**config.mk**
```make
export PLATFORM = sky130hd
export DESIGN_NAME = seq_detector
export DESIGN_NICKNAME = d
export VERILOG_FILES = /design/src/rtl/seq_det_pkg.sv /design/src/rtl/sat_counter.sv /design/src/rtl/seq_detector.sv
export SDC_FILE = /design/constraint.sdc
export NUM_CORES = 1
export LEC_CHECK = 0
export CORE_MARGIN = 5
export CORE_UTILIZATION = 53
export CTS_CLUSTER_SIZE = 28
export DETAILED_ROUTE_END_ITERATION = 12
export GPL_ROUTABILITY_DRIVEN = 0
export PLACE_DENSITY = 0.8
export SYNTH_ARGS = -nofsm -noshare
export SYNTH_HDL_FRONTEND = slang
export SYNTH_SLANG_ARGS = --single-unit
export TNS_END_PERCENT = 5
```
**constraint.sdc**
```tcl
create_clock -name clk -period 3.05 [get_ports clk]
set_input_delay 0.305 -clock clk [delete_from_list [all_inputs] [get_ports clk]]
set_output_delay 0.305 -clock clk [all_outputs]
set_load 0.1 [all_outputs]
```
**src/rtl/seq_det_pkg.sv**
```systemverilog
// Shared types and helpers for the serial pattern detector.
//   state_t : FSM state encoding (UNCFG/SEARCH/PAUSE; 2'd3 is illegal)
//   len_w   : width of a length field able to hold 0..max
package seq_det_pkg;

    typedef enum logic [1:0] {
        UNCFG  = 2'd0,
        SEARCH = 2'd1,
        PAUSE  = 2'd2
    } state_t;

    function automatic int unsigned len_w(input int unsigned max);
        return $unsigned($clog2(max + 1));
    endfunction

endpackage

```
**src/rtl/sat_counter.sv**
```systemverilog
// Saturating up-counter with synchronous clear.
//   clk, rst : clock, asynchronous active-high reset
//   inc      : count one event
//   clr      : clear; clr together with inc yields a count of one
//   cnt      : current count, holds at all ones
//   sat      : cnt is all ones
module sat_counter #(
    parameter int unsigned W = 8
) (
    input  logic         clk,
    input  logic         rst,
    input  logic         inc,
    input  logic         clr,
    output logic [W-1:0] cnt,
    output logic         sat
);

    logic [W-1:0] cnt_next;

    // Next count: a clear still records a simultaneous event.
    always_comb begin
        cnt_next = cnt;
        if (clr) begin
            cnt_next = inc ? W'(1) : '0;
        end else if (inc && (cnt != '1)) begin
            cnt_next = cnt + W'(1);
        end
    end

    always_ff @(posedge clk or posedge rst) begin
        if (rst) begin
            cnt <= '0;
            sat <= 1'b0;
        end else begin
            cnt <= cnt_next;
            sat <= (cnt_next == '1);
        end
    end

endmodule

```
**src/rtl/seq_detector.sv**
```systemverilog
// Run-time configurable serial pattern detector.
//   clk, rst           : clock, asynchronous active-high reset
//   cfg_load           : capture cfg_pattern/cfg_len (highest priority)
//   cfg_pattern        : pattern, bit[len-1] received first
//   cfg_len            : pattern length, legal range 1..MAX_LEN
//   overlap            : 1 = keep history after a match, 0 = restart
//   enable             : 0 = pause detection
//   in_valid, in_bit   : serial input, accepted when in_valid && in_ready
//   cnt_clr            : clear the match counter
//   in_ready           : detector is searching
//   match              : one pulse per detected pattern (Mealy or Moore)
//   match_cnt, cnt_sat : saturating match count and its saturation flag
//   cfg_err            : last load had an illegal length
//   state_o            : current state encoding
module seq_detector
    import seq_det_pkg::*;
#(
    parameter int unsigned MAX_LEN = 8,
    parameter int unsigned CNT_W   = 8,
    parameter int unsigned MEALY   = 0
) (
    input  logic                       clk,
    input  logic                       rst,
    input  logic                       cfg_load,
    input  logic [MAX_LEN-1:0]         cfg_pattern,
    input  logic [len_w(MAX_LEN)-1:0]  cfg_len,
    input  logic                       overlap,
    input  logic                       enable,
    input  logic                       in_valid,
    input  logic                       in_bit,
    input  logic                       cnt_clr,
    output logic                       in_ready,
    output logic                       match,
    output logic [CNT_W-1:0]           match_cnt,
    output logic                       cnt_sat,
    output logic                       cfg_err,
    output logic [1:0]                 state_o
);

    localparam int unsigned LEN_W = len_w(MAX_LEN);

    state_t             state;
    state_t             state_next;
    logic [MAX_LEN-1:0] pattern;
    logic [MAX_LEN-1:0] hist;
    logic [MAX_LEN-1:0] hist_next;
    logic [MAX_LEN-1:0] mask;
    logic [LEN_W-1:0]   len;
    logic [LEN_W-1:0]   fill;
    logic [LEN_W-1:0]   fill_next;
    logic               cfg_ok;
    logic               accept;
    logic               hit;
    logic               match_q;

    assign cfg_ok   = (cfg_len != '0) && (cfg_len <= LEN_W'(MAX_LEN));
    assign in_ready = (state == SEARCH);
    // A bit offered alongside a load is dropped.
    assign accept   = in_valid && in_ready && !cfg_load;
    assign state_o  = state;

    // Only the low len bits of history take part in the compare.
    always_comb begin
        mask = '0;
        for (int unsigned i = 0; i < MAX_LEN; i++) begin
            mask[i] = (LEN_W'(i) < len);
        end
    end

    // Shift-in, saturating fill and match decision for the offered bit.
    always_comb begin
        hist_next = {hist[MAX_LEN-2:0], in_bit};
        fill_next = (fill >= len) ? len : fill + LEN_W'(1);
        hit       = accept && (fill_next == len)
                    && (((hist_next ^ pattern) & mask) == '0);
    end

    // Next-state logic; configuration load overrides everything.
    always_comb begin
        state_next = state;
        if (cfg_load) begin
            if (!cfg_ok)     state_next = UNCFG;
            else if (enable) state_next = SEARCH;
            else             state_next = PAUSE;
        end else begin
            case (state)
                UNCFG:   state_next = UNCFG;
                SEARCH:  if (!enable) state_next = PAUSE;
                PAUSE:   if (enable)  state_next = SEARCH;
                default: state_next = UNCFG;
            endcase
        end
    end

    always_ff @(posedge clk or posedge rst) begin
        if (rst) state <= UNCFG;
        else     state <= state_next;
    end

    // Configuration, history and registered match.
    always_ff @(posedge clk or posedge rst) begin
        if (rst) begin
            pattern <= '0;
            len     <= '0;
            hist    <= '0;
            fill    <= '0;
            cfg_err <= 1'b0;
            match_q <= 1'b0;
        end else begin
            match_q <= hit;
            if (cfg_load) begin
                pattern <= cfg_pattern;
                len     <= cfg_len;
                hist    <= '0;
                fill    <= '0;
                cfg_err <= !cfg_ok;
            end else if (accept) begin
                hist <= hist_next;
                fill <= (hit && !overlap) ? '0 : fill_next;
            end
        end
    end

    assign match = (MEALY != 0) ? hit : match_q;

    sat_counter #(
        .W (CNT_W)
    ) u_cnt (
        .clk (clk),
        .rst (rst),
        .inc (hit),
        .clr (cnt_clr),
        .cnt (match_cnt),
        .sat (cnt_sat)
    );

endmodule

```
==> flow_metrics.tcl <==
set metrics [dict create \
    dp_slack_ns 0.243 \
    port_buffers 33 \
    yosys.area.top_type "dfrtp_1" \
    num_io_pins 34 \
    setup_slack_ns 0.450 \
    r2r_cells 7 \
    rsz0062_at_grt "no" \
    synth_area_mm2 0.00201 \
    hold_path_class "in -> async" \
    cts_buffers 5 \
    reg2reg_to "u_cnt.cnt[7]$_DFF_PP0_" \
    core_area_mm2 0.00366 \
    use_met2_pct 26.8 \
    ys_top_cells_by_area "dfrtp_1, mux2_2, xnor2_1" \
    drt_iter0_markers 87 \
    synthCells 192 \
    maxSlewViolCount 0 \
    cts_resized 0 \
    cp.arrival_ns 2.81 \
    combPwrFrac_pct 16.3 \
    path_clk_slew_ns 0.07 \
    slew_headroom_pct 34.5 \
    clock_latency_ns 0.29 \
    p_leak_nw 1.14 \
    clockBufferDepth 2 \
    row_count 22 \
    diodes 0 \
    max_slew.worst_pin.slew_ns 0.980 \
    p_clk_share_pct 44.1 \
    synth.top_cell.area_share_pct 44.9 \
    fin_skew_ns 0.00559 \
    drive_gt1_share_pct 18.7 \
    synth-seq-area-share_pct 44.9 \
    grt_pass1_vias 1516 \
    syn_area_per_cell_um2 10.4 \
    post-route-drc-count 0 \
    peakVddDrop_uv 408 \
    antenna_found_initial 0 \
    outcome "complete, no violations" \
    grt-ovfl-total 0 \
    min_period_over_period_pct 85.2 \
    power_density_mw_per_mm2 516 \
    r2r-start "len[3]$_DFFE_PP0P_" \
    area_growth_pct 26.9 \
    fin_nets 260 \
    busiest_layer "met2" \
    intPower_mw 1.00 \
    routed_wl_mm 4.19 \
    place_hpwl_mm 3.14 \
    postCtsHoldBufs 0 \
    num-fill-cells 289 \
    die_w_um 71.5 \
    ant_nets 0 \
    routedWlPerCell_um 14.8 \
    async_reset_ff_share_pct 100 \
    criticalPathCategory "reg -> reg" \
    fin_setup_tns_ns 0 \
    ys_ff_latch 36 \
    grt_pass1_wl_mm 7.02 \
    clock_sinks 36 \
    initial_utilization_pct 54.8 \
    grt_util_met1_pct 23.6 \
    met3_usage_pct 3.93 \
    die_h_um 71.5 \
    seqPwrFrac_pct 39.6 \
    p_sw_mw 0.314 \
    swShare_pct 23.9 \
    grt_use_total_pct 17.4 \
    synthFlopType "dfrtp_1" \
    crit_required_ns 3.26 \
    synth.net_count 218 \
    critical_path.startpoint_type "register" \
    postCtsSetupBuffers 0 \
    path_max_fanout 7 \
    cts-root-buf "clkbuf_8" \
    num_vias 1574 \
    drt-pass1-iter-count 4 \
    drv_cap 0 \
    die_area_mm2 0.00511 \
    grt_max_degree 37 \
    yosysWarnings 0 \
    ys_types 44 \
    period_minus_slack_ns 2.60 \
    rrSetupSlack_ns 0.45 \
    synth_edf_count 0 \
    viasPerCell 5.56 \
    setup_violations 0 \
    fmax_mhz 385 \
    hold_violations 0 \
    setup.worst_path.end_class "register" \
    htreeDepth 2 \
    cts_tree "done" \
]
worst max-delay path by stage:
stage / startpoint / endpoint / slack, ns / depth (start not counted)
2_1_floorplan: state_o[0]$_DFFE_PP0P_ / u_cnt.cnt[7]$_DFF_PP0_ / 0.16 / 8
3_3_place_gp: cfg_load / u_cnt.cnt[7]$_DFF_PP0_ / 0.31 / 8
3_5_place_dp: cfg_load / u_cnt.cnt[7]$_DFF_PP0_ / 0.24 / 8
4_1_cts: len[3]$_DFFE_PP0P_ / u_cnt.cnt[7]$_DFF_PP0_ / 0.47 / 7
5_1_grt: len[3]$_DFFE_PP0P_ / u_cnt.sat$_DFF_PP0_ / 0.31 / 7
6_report: len[3]$_DFFE_PP0P_ / u_cnt.cnt[7]$_DFF_PP0_ / 0.45 / 7
cells in the final DEF (no fill, tap or decap), drive strengths merged, types with 2 or more instances in the layout:
cell type	n
a21o	5
a21oi	10
a221oi	2
a22o	7
and2	2
buf	19
bufinv	3
clkbuf	5
clkdlybuf4s50	22
dfrtp	36
ha	6
inv	9
mux2	8
mux2i	6
nand2	15
nand3	4
nand3b	2
nand4	2
nand4b	2
nor2	12
nor2b	5
nor3	7
o21ai	11
o31ai	2
xnor2	10
xor2	8
power groups by stage:
| stage | Combinational, mW | Clock (mW) | Sequential (mW) |
|---|---|---|---|
| floorplan | 0.116 | 0 | 0.554 |
| global placement | 0.209 | 0 | 0.529 |
| detailed placement | 0.214 | 0 | 0.530 |
| CTS | 0.215 | 0.590 | 0.521 |
| global route | 0.230 | 0.609 | 0.524 |
| finish | 0.214 | 0.579 | 0.521 |
cell usage after synthesis (4+ instances only):
library cell	instances
nor2b_1	5
a21oi_1	10
a22o_1	7
dfrtp_1	36
mux2_2	8
mux2i_1	6
o21ai_0	11
nand3_1	4
ha_1	6
nand2_1	15
a21o_1	4
xor2_1	8
nor3_1	7
xnor2_1	10
inv_1	9
nor2_1	12
metal layers:
layer,wire [um],part of all wire [%]
met2,2040,49
met1,1840,44
met5,0,0
met4,68,1.6
met3,239,5.7
worst max-delay path, stage by stage (launching register included):
cell	delay, ns
dfrtp_1	0.47
or3b_1	0.45
a221oi_2	0.32
a22oi_2	0.13
nand4b_4	0.25
or2_4	0.29
or4_1	0.46
a21oi_1	0.15
logic make-up after synthesis:
kind of cell	after synthesis	share of synthesized area, %
flip-flops	36	44.9
adder cells (fa/ha/maj)	6	3.74
buffers and inverters	15	3.87
XOR/XNOR	18	7.86
AO/OA/AOI/OAI	44	15.8
AND/OR/NAND/NOR	59	16.3
multiplexers	14	7.49
through the flow:
step	utilization [%]	hold WS [ns]	cells	total power, mW	cell area (um^2)
final	69.5	0.420	283	1.31	2550
after global routing	69.5	0.482	283	1.36	2550
after CTS	69.5	0.427	283	1.33	2550
after detailed placement	65.2	0.513	275	0.744	2390
after global placement	65.2	0.508	275	0.737	2390
after floorplan	-	0.371	192	0.669	2010
registers in the layout (all words and copies together), names as in the netlist:
register	cells
u_cnt.sat	1
hist	7
u_cnt.cnt	8
match	1
state_o	2
cfg_err	1
pattern	8
fill	4
len	4
final cells by class:
| type | count | area, um^2 | area share (%) |
|---|---|---|---|
| multi-input cells | 141 | 1030 | 40.4 |
| flip-flops and latches | 36 | 901 | 35.4 |
| repair buffers | 41 | 363 | 14.3 |
| clock inverters | 3 | 90.1 | 3.54 |
| clock buffers | 5 | 68.8 | 2.70 |
| well taps | 48 | 60.1 | 2.36 |
| inverters | 9 | 33.8 | 1.33 |
No activity file was read; power rests on OpenSTA's default activity.
==> patch 1, RTL diff (config.mk and constraints unchanged) <==
Reset style: synchronous (`rst`), changed in 3 clocked blocks. Comments in the files are not updated.
--- a/src/rtl/sat_counter.sv
+++ b/src/rtl/sat_counter.sv
@@ -27,7 +27,7 @@
         end
     end
 
-    always_ff @(posedge clk or posedge rst) begin
+    always_ff @(posedge clk) begin
         if (rst) begin
             cnt <= '0;
             sat <= 1'b0;
--- a/src/rtl/seq_detector.sv
+++ b/src/rtl/seq_detector.sv
@@ -92,13 +92,13 @@
         end
     end
 
-    always_ff @(posedge clk or posedge rst) begin
+    always_ff @(posedge clk) begin
         if (rst) state <= UNCFG;
         else     state <= state_next;
     end
 
     // Configuration, history and registered match.
-    always_ff @(posedge clk or posedge rst) begin
+    always_ff @(posedge clk) begin
         if (rst) begin
             pattern <= '0;
             len     <= '0;
Formal check against the unedited RTL: differs if rst is asserted again (counterexample within 4 cycles, from zero or initial values and one cycle with rst high); with rst held inactive, the same outputs for 10 cycles.
==> patch 1 against the unedited design <==
Sequential cell count unchanged. Wire length decreased by 6.0%. Cell area down 9.0%. Power shrank 27%. Hold slack better by 0.058 ns. Clock power shrank 44%. Worst setup slack better by 0.030 ns. Utilization shrank 1.7 points. Critical endpoint is now u_cnt.sat. Global-route usage fell by 0.63 points. Synthesized area decreased by 5.0%. Critical path depth is 3 higher. Clock skew up 0.0030 ns.
==> patch 1: results (changes against the unedited design) <==
Synth
  • Main area contributors after synthesis: dfxtp_1 (38%), mux2i_1 (8.4%), xor2_1 (5.5%)
  • Commonest cells in the synthesized netlist: dfxtp_1 (36), nor2_1 (27), nand2_1 (26)
  • Net count after synthesis: 251 (+15%)
  • Yosys Warn Count: 0 (unchanged)
  • Register area share after synthesis: 37.8% (-7.1 points)
  • Asr flop ratio synth: 0% (-100 points)
  • Syn Area/Cell: 8.47 um2 (-19%)
  • Yosys cell types: 43 (-2.3%)

Route
  • Vias per cell: 5.33 (-4.2%)
  • Total wire length: 3.94 mm (-6.0%)
  • Drt first pass iters: 4 (unchanged)
  • Violation count after the first detailed-route iteration: 115 (+32%)
  • Routed WL per cell: 13.0 um (-12%)

Placement
  • Placed Area: 0.00224 mm2 (-6.1%)
  • Port Buffers: 33 (unchanged)
  • Cell count after placement: 295 (+7.3%)
  • DP HPWL: 2.99 mm (-4.9%)
  • Place WS: 0.556 ns (+0.313 ns)

Setup path
  • CP Max Fanout: 10 (+3)
  • Slowest cell on the critical path: dfxtp_1
  • CP peak stage delay: 0.52 ns (+0.05 ns)
  • Worst reg-to-reg path cell count: 10 (+3)
  • Worst EP arrival: 2.86 ns (+0.05 ns)
  • Delay-heaviest family, CP: compound AO/OA/AOI/OAI gates

CTS
  • Clock-pin slew of the registers on the worst-case setup and hold paths: 0.11 ns (+0.04 ns)
  • Clk_lat worst skew: 0.34 ns (+0.05 ns)
  • Setup Fix Bufs, Post-CTS: 0 (unchanged)
  • Clk buf depth: 2 (unchanged)
  • Quantity of gates resized following cts: 0 (unchanged)
  • Root buf cell: clkbuf_4
  • # H-tree levels: 2 (unchanged)

Global route
  • First-pass GRT wire length: 6.68 mm (-4.9%)
  • Pin count of the biggest net entering global routing: 20 (-46%)
  • Vias in the first global route: 1482 (-2.2%)
  • Total GRT Usage: 16.8% (-0.63 points)

Power
  • Peak supply drop: 0.255 mV (-37%)
  • Leakage power: 0.927 nW (-19%)

Layout
  • Layout net count: 282 (+8.5%)
  • Share of layout cells above drive strength 1: 11.3% (-7.4 points)

Timing
  • Slew @ Worst Pin: 0.972 ns (-0.00751 ns)
  • Finish-stage setup viols: 0 (unchanged)
  • Setup Skew: 0.00862 ns (+0.00304 ns)

Worst hold path
  • Hold Path Class: flip-flop to flip-flop
  • Hold depth: 2

Run status
  • Status: complete, no violations
-- patch 1: kinds of logic (layout without fill, tap and decap cells) --
group / Yosys count / count (layout) / synth area share [%]
AND/OR/NAND/NOR: 91 / 91 / 23.3
adder cells (fa/ha/maj): 6 / 6 / 3.94
buffers and inverters: 21 / 53 / 5.06
multiplexers: 17 / 17 / 9.00
AO/OA/AOI/OAI: 35 / 35 / 11.8
XOR/XNOR: 19 / 19 / 9.13
flip-flops: 36 / 36 / 37.8
-- patch 1: metal layers --
layer | track usage, % | share of wire, % | up-vias
met5 | 0 | 0 | -
met4 | 7.02 | 1.5 | 0
met3 | 4.02 | 4.1 | 5
met2 | 25.1 | 46 | 32
met1 | 23.1 | 49 | 742
li1 | - | - | 835
-- patch 1: final timing paths --
path,endpoint,slack (ns),startpoint
setup / recovery,u_cnt.sat,0.48,len[1]
hold / removal,hist[6],0.48,hist[6]
setup reg to reg,u_cnt.sat,0.48,len[1]
hold reg to reg,hist[6],0.48,hist[6]
-- patch 1: area by class of cell --
class / count / area [um2]
Inverter: 8 / 30.0
Sequential cell: 36 / 722
Timing Repair Buffer: 37 / 338
Clock inverter: 2 / 35.0
Multi-Input combinational cell: 168 / 1090
Clock buffer: 6 / 41.3
Tap cell: 46 / 57.6
Fill cell: 289 / 1100
-- patch 1: worst reg2reg max path: cells and delay by family (launching register included) --
family | cells | cell delay (ns)
AO/OA/AOI/OAI | 4 | 0.81
adder cells (fa/ha/maj) | 1 | 0.31
buffers and inverters | 2 | 0.32
flip-flops | 1 | 0.52
multiplexers | 1 | 0.24
AND/OR/NAND/NOR | 2 | 0.32
-- patch 1: report_power, final --
part	switching (mW)	total (mW)	internal, mW	leakage, nW
Clock	0.155	0.327	0.172	0.0422
Combinational	0.0726	0.133	0.0602	0.592
Sequential	0.0139	0.496	0.482	0.293
==> patch 2, RTL diff (config.mk and constraints unchanged) <==
Made on the original files. `CNT_W`: 8 -> 9.
--- a/src/rtl/seq_detector.sv
+++ b/src/rtl/seq_detector.sv
@@ -16,7 +16,7 @@
     import seq_det_pkg::*;
 #(
     parameter int unsigned MAX_LEN = 8,
-    parameter int unsigned CNT_W   = 8,
+    parameter int unsigned CNT_W   = 9,
     parameter int unsigned MEALY   = 0
 ) (
     input  logic                       clk,
Ports: changed (resized match_cnt); port bits go from 34 to 35. The function was not compared with the original's and may differ.
==> patch 2 against the unedited design <==
Synthesized area is 3.0% higher. Power is 19% lower. Via count is 2.0% lower. Cell area is 1.4% lower. Wire length is 3.9% lower. Global-route usage is 0.52 points lower. Worst setup slack worse by 0.14 ns. Sequential cell count is 1 higher. Count of clock-buffer cells in the layout is 3 higher. Largest power group is now sequential cells. Highest routed layer unchanged.
==> patch 2: results (changes against the unedited design) <==
Run status
  • Status: complete, no violations

Layout
  • Filler cells: 315 (+9.0%)
  • Layout net count: 258 (-0.77%)

Timing
  • Setup Skew: 0.00977 ns (+0.00418 ns)

Route
  • Vias: 1543 (-2.0%)
  • Routed WL per cell: 14.4 um (-2.9%)
  • Violation count after the first detailed-route iteration: 65 (-25%)

Synth
  • XOR/XNOR Fraction of Synth Area: 8.06% (+0.20 points)
  • Mux cell area share after synthesis: 7.81% (+0.33 points)
  • Yosys cell types: 46 (+4.5%)
  • Net count after synthesis: 221 (+1.4%)
  • Register area share after synthesis: 44.8% (-0.094 points)
  • Compound-cell area share of the yosys netlist: 14.8% (-1.0 points)
  • Commonest cells in the synthesized netlist: dfrtp_1 (37), nor2_1 (15), xnor2_1 (13)

Power
  • Leakage power: 1.15 nW (+1.4%)
  • Peak supply drop: 0.309 mV (-24%)

Setup path
  • CP Max Fanout: 15 (+8)
  • Worst EP arrival: 2.92 ns (+0.11 ns)
  • Critical Path End: u_cnt.sat

Global route
  • Total GRT Usage: 16.9% (-0.52 points)
  • Pin count of the biggest net entering global routing: 38 (+2.7%)
  • Vias in the first global route: 1420 (-6.3%)
  • First-pass GRT wire length: 6.90 mm (-1.8%)

Placement
  • Port Buffers: 34 (+3.0%)
  • Placed Area: 0.00242 mm2 (+1.4%)
patch 2: cell count changes in the layout (fill, tap and decap cells not counted), moves of 3 or more:
cell,unedited run,this run
bufinv_16,3,0
nor2b_1,4,1
nand2_1,15,8
nor2_1,12,15
a31oi_1,0,3
xnor2_1,10,13
nor3_1,7,3
nand3_1,4,8
patch 2: logic make-up after synthesis:
group / count (synthesis)
compound gates: 44
xor+xnor: 19
simple gates: 55
buf+inv: 17
flops: 37
fa+ha+maj: 7
mux: 15
patch 2: through the flow:
| step | worst slack, ns | std cells | util (%) | power, mW |
|---|---|---|---|---|
| after CTS | 0.307 | 280 | 67.5 | 1.08 |
| final | 0.309 | 280 | 67.5 | 1.07 |
| after global placement | 0.388 | 272 | 65.1 | 0.735 |
| after floorplan | -0.0843 | 194 | - | 0.677 |
| after global routing | 0.128 | 280 | 67.5 | 1.12 |
| after detailed placement | 0.338 | 272 | 65.1 | 0.739 |
patch 2: per-layer routing:
metal	track usage (%)	share of wire, %	vias to the layer above
met5	0	0	-
met4	6.56	1.5	0
met3	4.43	4.7	7
met2	24.0	45	32
met1	24.7	49	734
li1	-	-	770
patch 2: final cells by class:
class	instances	area, um2	share of cell area [%]
timing repair buffer	40	355	14.2
tap	48	60.1	2.39
inverter	7	26.3	1.05
multi-input combinational	140	1050	41.7
clock buffer	8	90.1	3.59
sequential	37	931	37.1
patch 2: report_power, final:
part	switching (mW)	internal, mW
combinational	0.107	0.0835
sequential	0.0263	0.513
clock	0.156	0.184
total	0.288	0.780
patch 2: how the worst min path moves through the flow:
stage | from | endpoint | slack, ns
5_1_grt | rst | u_cnt.cnt[1] | 0.51
3_3_place_gp | hist[6] | hist[6] | 0.51
6_report | rst | u_cnt.cnt[1] | 0.41
4_1_cts | rst | u_cnt.cnt[1] | 0.44
2_1_floorplan | enable | state_o[1] | 0.37
3_5_place_dp | hist[6] | hist[6] | 0.51
patch 2: critical path: stages (launching register included):
cell      delay [ns]
dfrtp_1         0.47
ha_1            0.31
nand2b_1        0.14
a21o_1          0.17
a21o_2          0.21
a221o_1         0.40
nand4b_4        0.12
buf_4           0.21
o31ai_1         0.10
a221o_1         0.37
nor4_2          0.13
